`src/rtl/d_ff_pkg.sv`:
```
// -----------------------------------------------------------------------------
// d_ff_pkg
// Shared datapath constants for wrappers built on the d_ff storage cell.
// The d_ff cell itself does not import this package; only wrappers do, so the
// leaf cell stays reusable on its own.
//   WORD_W : datapath word width used as the default register width.
// -----------------------------------------------------------------------------
package d_ff_pkg;

  localparam int WORD_W = 64;

endpackage : d_ff_pkg

```
`src/rtl/d_ff_slice.sv`:
```
// -----------------------------------------------------------------------------
// d_ff_slice
// Bit-sliced register: one WIDTH=1 d_ff instance per bit. Must behave exactly
// like a single d_ff with the same WIDTH and RESET_VALUE.
//
// Parameters
//   WIDTH       : register width, defaults to the datapath word width
//   RESET_VALUE : per-bit reset value, bit i goes to instance i
// Ports
//   clk, reset, d, q : as for d_ff
// -----------------------------------------------------------------------------
module d_ff_slice
  import d_ff_pkg::*;
#(
  parameter int               WIDTH       = WORD_W,
  parameter logic [WIDTH-1:0] RESET_VALUE = '0
) (
  input  logic             clk,
  input  logic             reset,
  input  logic [WIDTH-1:0] d,
  output logic [WIDTH-1:0] q
);

  for (genvar gi = 0; gi < WIDTH; gi++) begin : g_bit
    d_ff #(
      .WIDTH       (1),
      .RESET_VALUE (RESET_VALUE[gi])
    ) u_bit (
      .clk   (clk),
      .reset (reset),
      .d     (d[gi]),
      .q     (q[gi])
    );
  end

endmodule : d_ff_slice

```
`src/rtl/d_ff.sv`:
```
// -----------------------------------------------------------------------------
// d_ff
// Positive-edge D flip-flop with synchronous active-low reset. This is the
// leaf storage cell of the datapath; wider registers replicate it per bit or
// set WIDTH directly, and both forms behave identically.
//
// Parameters
//   WIDTH       : number of independent bits stored (legal range 1..64)
//   RESET_VALUE : value loaded into q when reset = 0 is sampled
// Ports
//   clk   : in  clock, all state changes on its rising edge
//   reset : in  synchronous active-low reset, sampled at the rising edge
//   d     : in  data to capture
//   q     : out registered data, no combinational path from d or reset
// -----------------------------------------------------------------------------
module d_ff #(
  parameter int               WIDTH       = 1,
  parameter logic [WIDTH-1:0] RESET_VALUE = '0
) (
  input  logic             clk,
  input  logic             reset,
  input  logic [WIDTH-1:0] d,
  output logic [WIDTH-1:0] q
);

  logic [WIDTH-1:0] q_d;
  logic [WIDTH-1:0] q_q;

  // Next-state value: plain pass-through of d, no masking or conversion.
  always_comb begin
    q_d = d;
  end

  // Storage flop; reset is sampled only at the edge so it maps to a
  // synchronous clear/set rather than an asynchronous one.
  always_ff @(posedge clk) begin
    if (!reset) begin
      q_q <= RESET_VALUE;
    end else begin
      q_q <= q_d;
    end
  end

  assign q = q_q;

`ifndef SYNTHESIS
  // Reject illegal widths at elaboration.
  if (WIDTH < 1) begin : g_width_low
    $error("d_ff: WIDTH must be at least 1");
  end
  if (WIDTH > 64) begin : g_width_high
    $error("d_ff: WIDTH must not exceed 64");
  end

  // A sampled reset loads RESET_VALUE regardless of d or the previous q.
  a_reset_loads : assert property (@(posedge clk) !reset |=> (q == RESET_VALUE));

  // Out of reset, q is exactly the d sampled at the previous edge.
  a_capture : assert property (@(posedge clk) reset |=> (q === $past(d)));
`endif

endmodule : d_ff

```
`config.mk`:
```
export PLATFORM = sky130hd
export DESIGN_NAME = d_ff_slice
export DESIGN_NICKNAME = d
export VERILOG_FILES = /design/src/rtl/d_ff_pkg.sv /design/src/rtl/d_ff_slice.sv /design/src/rtl/d_ff.sv
export SDC_FILE = /design/constraint.sdc
export NUM_CORES = 1
export LEC_CHECK = 0
export BUFFER_PORTS_ARGS = -buffer_cell sky130_fd_sc_hd__buf_2
export CAP_MARGIN = 20
export CORE_AREA = 4 4 76 78
export DETAILED_ROUTE_END_ITERATION = 12
export DIE_AREA = 0 0 80 82
export PLACE_DENSITY = 0.83
export REMOVE_ABC_BUFFERS = 1
export SLEW_MARGIN = 20
export SYNTH_ARGS = -nofsm -noshare
export SYNTH_HDL_FRONTEND = slang
export SYNTH_HIERARCHICAL = 1
export SYNTH_SLANG_ARGS = --single-unit
```
`constraint.sdc`:
```
create_clock -name clk -period 0.8 [get_ports clk]
set_input_delay 0.16 -clock clk [delete_from_list [all_inputs] [get_ports clk]]
set_output_delay 0.16 -clock clk [all_outputs]
set_load 0.01 [all_outputs]
```
==> flow_summary.json, run 1 <==
{
  "start_util": 0.3314,
  "path_class": "reg2out",
  "power_density_nw_per_um2": 2283,
  "worstHoldPathType": "in2reg",
  "drive_gt1_frac": 0.6036,
  "grt_pass1_wl_mm": 6.003,
  "crit_buf_inv": 1,
  "cts_made_buffers": 9,
  "relSlewSlack": 0.9289,
  "grt_max_degree": 34,
  "antenna_cells": 0,
  "grt_antenna_before_repair": 0,
  "synth_ff_type": "dfxtp_1",
  "ant_nets": 0,
  "setup_violations": 64,
  "largest_reg_flops": 64,
  "synthArstFlopShare": 0,
  "wl_met3_um": 480,
  "core_sq_um": 5075,
  "yosysTopAreaCell": "dfxtp_1",
  "htree_num_levels": 3,
  "min_period_ns": 0.9395,
  "finalPower_mw": 6.340,
  "avgSynthCellArea_sq_um": 13.14,
  "cp.arrival_ns": 0.78,
  "portBuffers": 129,
  "hold_viol_final": 0,
  "path_clk_slew_ns": 0.07,
  "rsz0062_at_grt": "yes",
  "finalInstanceArea_sq_um": 2778,
  "cap_violations": 0,
  "wl_met2_mm": 2.151,
  "yosysTopAreaCellShare": 0.7619,
  "wl_met1_mm": 1.361,
  "path_max_fanout": 1,
  "cts_tree": "done",
  "critPathSlowestCell": "dfxtp_1",
  "highest-signal-layer": "met4",
  "crit_path_start_kind": "flip-flop",
  "outcome": "complete, but fails checks",
  "whs_path_depth": 2,
  "gr-total-overflow": 0,
  "synthTopCellsByCount": "and2_1, dfxtp_1",
  "yosys-top-cells-area": "dfxtp_1, and2_1",
  "dp.cells": 329,
  "clockRootBuffer": "clkbuf_8",
  "dieArea_sq_um": 6560,
  "io_pins": 130,
  "slew_viol_final": 0,
  "ys_types": 2,
  "placed_cell_area_sq_um": 2455,
  "syn_inst": 128,
  "cts.path.max_buffers": 2,
  "num_rows": 26,
  "min_period_over_period": 1.174,
  "grt_pass1_vias": 1374,
  "cts_hold_buf": 0,
  "critPathRequiredTime_ns": 0.64,
  "dp_hpwl_mm": 3.083,
  "whs_ns": 0.02979,
  "worst-path-stages": 1,
  "synth_seq_area_share": 0.7619,
  "critPathTopFamily": "flip-flops",
  "drc_errors": 0,
  "area.growth.synth_to_final_pct": 65.18,
  "synth.ff_latch_count": 64,
  "path_cells": "buf_2",
  "netlist_area_sq_um": 1682,
  "drt_pass1_iterations": 3,
  "end_kind": "output port",
  "synth_edf_count": 0,
  "yosysWarnings": 6,
  "timing.fmax_mhz": 1064,
  "p_leak_nw": 1.407,
  "violations": "setup timing",
  "worstMarginPinSlew_ns": 0.1066,
  "final_cells": 345,
  "die_y_um": 82,
  "fin_ws_ns": -0.1395,
  "num_vias": 1343,
  "slowest_delay_ns": 0.33,
  "grt_usage": 0.1251,
  "finalWirelength_mm": 4.079,
  "drtIter0Drc": 27,
  "detail_route.wl_per_cell_um": 11.82,
  "clock-sinks": 64,
  "irDropWorstVdd_mv": 1.191,
  "die_w_um": 80,
  "place_ws_ns": 0.06247,
  "gp_congestion": 0.6433,
  "vias_per_cell": 3.893,
  "nNetsFinal": 336
}
[routing by layer]
layer / vias to the layer above / track usage
met5: - / 0
met4: 0 / 0.08615
met3: 10 / 0.06140
met2: 77 / 0.2161
met1: 582 / 0.1157
li1: 674 / -
[kinds of logic after synthesis]
logic type	after synthesis	synth area share
flops	64	0.7619
simple gates	64	0.2381
[cells in the final DEF, fill, tap and decap left out]
| cell type | instances |
|---|---|
| clkinv_2 | 4 |
| dfxtp_1 | 43 |
| clkbuf_1 | 2 |
| clkbuf_8 | 10 |
| buf_12 | 2 |
| dfxtp_2 | 21 |
| buf_6 | 21 |
| and2_1 | 64 |
| buf_2 | 108 |
[report_power, final]
group,leakage (nW),internal [mW],switching (mW)
clock,0.0899,1.19,1.10
sequential,0.539,3.37,0.0517
combinational,0.778,0.380,0.253
total,1.41,4.94,1.40
[layout make-up]
cell class | count | area, sq um
fillers | 458 | 2297
flip-flops and latches | 64 | 1308
repair buffers | 131 | 817.0
multi-input cells | 64 | 400.4
clock buffers | 12 | 145.1
well taps | 70 | 87.58
clock inverters | 4 | 20.02
[stage by stage]
stage | setup TNS (ns) | util
after floorplan | 0 | -
after global placement | 0 | 0.4837
after detailed placement | 0 | 0.4837
after CTS | -8.724 | 0.5266
after global routing | -9.555 | 0.5473
final | -6.933 | 0.5473
[path summary, 6_finish.rpt]
path                                      from                      endpoint  slack (ns)
setup / recovery  g_bit[12].u_bit/q$_SDFF_PN0_                         q[12]       -0.14
hold / removal                           d[25]  g_bit[25].u_bit/q$_SDFF_PN0_        0.03
[what timing repair did]
action	CTS	global route
gates resized for setup	15	28
setup endpoints to repair	64	64
setup buffers	0	0
No activity file was read; power rests on OpenSTA's default activity.
==> run 2: changes to the inputs <==
--- a/config.mk
+++ b/config.mk
@@ -8,6 +8,7 @@
 export BUFFER_PORTS_ARGS = -buffer_cell sky130_fd_sc_hd__buf_2
 export CAP_MARGIN = 20
 export CORE_AREA = 4 4 76 78
+export CTS_CLUSTER_DIAMETER = 30
 export DETAILED_ROUTE_END_ITERATION = 12
 export DIE_AREA = 0 0 80 82
 export PLACE_DENSITY = 0.83
==> constraint.sdc (replaced) <==
create_clock -name clk -period 0.8 [get_ports clk]
set_input_delay 0.08 -clock clk [delete_from_list [all_inputs] [get_ports clk]]
set_output_delay 0.08 -clock clk [all_outputs]
set_load 0.01 [all_outputs]
==> flow_summary.json, run 2 (same netlist as run 1, synthesis figures left out) <==
{
  "cts_tree": "done",
  "drt_pass1_iterations": 4,
  "final_common_cell": "buf_2",
  "dp_hpwl_mm": 3.064,
  "cts_made_buffers": 9,
  "irDropWorstVdd_mv": 1.603,
  "min_period_over_period": 1.056,
  "drtIter0Drc": 27,
  "relSlewSlack": 0.9274,
  "cts_setup_buffers": 0,
  "setup_violations": 64,
  "worstMarginPinSlew_ns": 0.1090,
  "timing.fmax_mhz": 1183,
  "vias_per_cell": 3.958,
  "cp.arrival_ns": 0.77,
  "hold_viol_final": 0,
  "final_cells": 408,
  "n_fill_cell": 367,
  "slowest_delay_ns": 0.33,
  "min_period_ns": 0.8451,
  "slew_viol_final": 0,
  "detail_route.wl_per_cell_um": 13.30,
  "grt_antenna_before_repair": 0,
  "start_util": 0.3314,
  "crit_buf_inv": 1,
  "worstHoldPathType": "in2reg",
  "antenna_cells": 0,
  "gp_congestion": 0.6433,
  "crit_path_start_kind": "flip-flop",
  "die_w_um": 80,
  "critPathRequiredTime_ns": 0.72,
  "power_density_nw_per_um2": 2034,
  "grt_usage": 0.1638,
  "largest_reg_flops": 64,
  "grt_pass1_wl_mm": 7.955,
  "dp.cells": 329,
  "dieArea_sq_um": 6560,
  "rsz0062_at_grt": "yes",
  "path_cells": "buf_6",
  "tns_ns": -1.892,
  "core_sq_um": 5075,
  "nNetsFinal": 400,
  "end_kind": "output port",
  "cap_violations": 0,
  "path_clk_slew_ns": 0.07,
  "drc_errors": 0,
  "path_class": "reg2out",
  "clockRootBuffer": "clkbuf_8",
  "clock-sinks": 64,
  "portBuffers": 129,
  "io_pins": 130,
  "cts.path.max_buffers": 2,
  "critPathTopFamily": "flip-flops",
  "grt_pass1_vias": 1779,
  "htree_num_levels": 3,
  "num_vias": 1615,
  "path_max_fanout": 1,
  "ant_nets": 0,
  "outcome": "complete, but fails checks",
  "fin_ws_ns": -0.04508,
  "die_y_um": 82,
  "p_leak_nw": 1.704,
  "gr-total-overflow": 0,
  "violations": "setup timing",
  "drive_gt1_frac": 0.5148,
  "layout_common_cells": "buf_2, and2_1, dlygate4sd3_1, dfxtp_1",
  "finalWirelength_mm": 5.426,
  "critPathSlowestCell": "dfxtp_2",
  "finalPower_mw": 7.141,
  "num_rows": 26,
  "grt_max_degree": 34,
  "area.growth.synth_to_final_pct": 108.8
}
-- run 2: cell types whose count changed in the layout (fill, tap and decap cells not counted), sizes merged --
| cell | before | now |
|---|---|---|
| clkinv | 4 | 2 |
| dlygate4sd3 | 0 | 64 |
| bufinv | 0 | 1 |
-- run 2: final cells by class --
cell class	count	area (sq um)	area share
flip-flops and latches	64	1316	0.3749
well taps	70	87.58	0.02495
repair buffers	195	1501	0.4277
multi-input cells	64	400.4	0.1140
clock inverters	3	40.04	0.01140
clock buffers	12	165.2	0.04704
-- run 2: worst paths after layout --
| kind | startpoint | end | cells past startpoint |
|---|---|---|---|
| max | g_bit[47].u_bit/q$_SDFF_PN0_ | q[47] | 1 |
| min | reset | g_bit[41].u_bit/q$_SDFF_PN0_ | 3 |
-- run 2: where the power goes --
group | switching [mW] | internal [mW] | leakage, nW
sequential | 0.0594 | 3.37 | 0.541
combinational | 0.314 | 0.605 | 1.05
clock | 1.12 | 1.67 | 0.108
-- run 2: what timing repair did --
action	in CTS	in global routing
pin swaps	0	0
hold buffers	64	0
endpoints found under the setup margin	64	64
hold endpoints to repair	64	0
resized for setup	10	47
-- run 2: metrics by stage --
step	utilization	hold WS [ns]	setup WS, ns	cell area [sq um]
final	0.6918	0.2174	-0.04508	3511
after floorplan	-	0.2017	0.3892	1682
after CTS	0.6575	0.1867	-0.07653	3337
after global routing	0.6918	0.2244	-0.08409	3511
after detailed placement	0.4837	0.2811	0.1419	2455
after global placement	0.4837	0.2784	0.1594	2455
-- run 2: layer usage --
metal  routed length (um)  global-route usage
met1                 1812              0.1495
met2                 2973              0.3088
met3                  468             0.05263
met4                  171              0.1081
met5                    0                   0
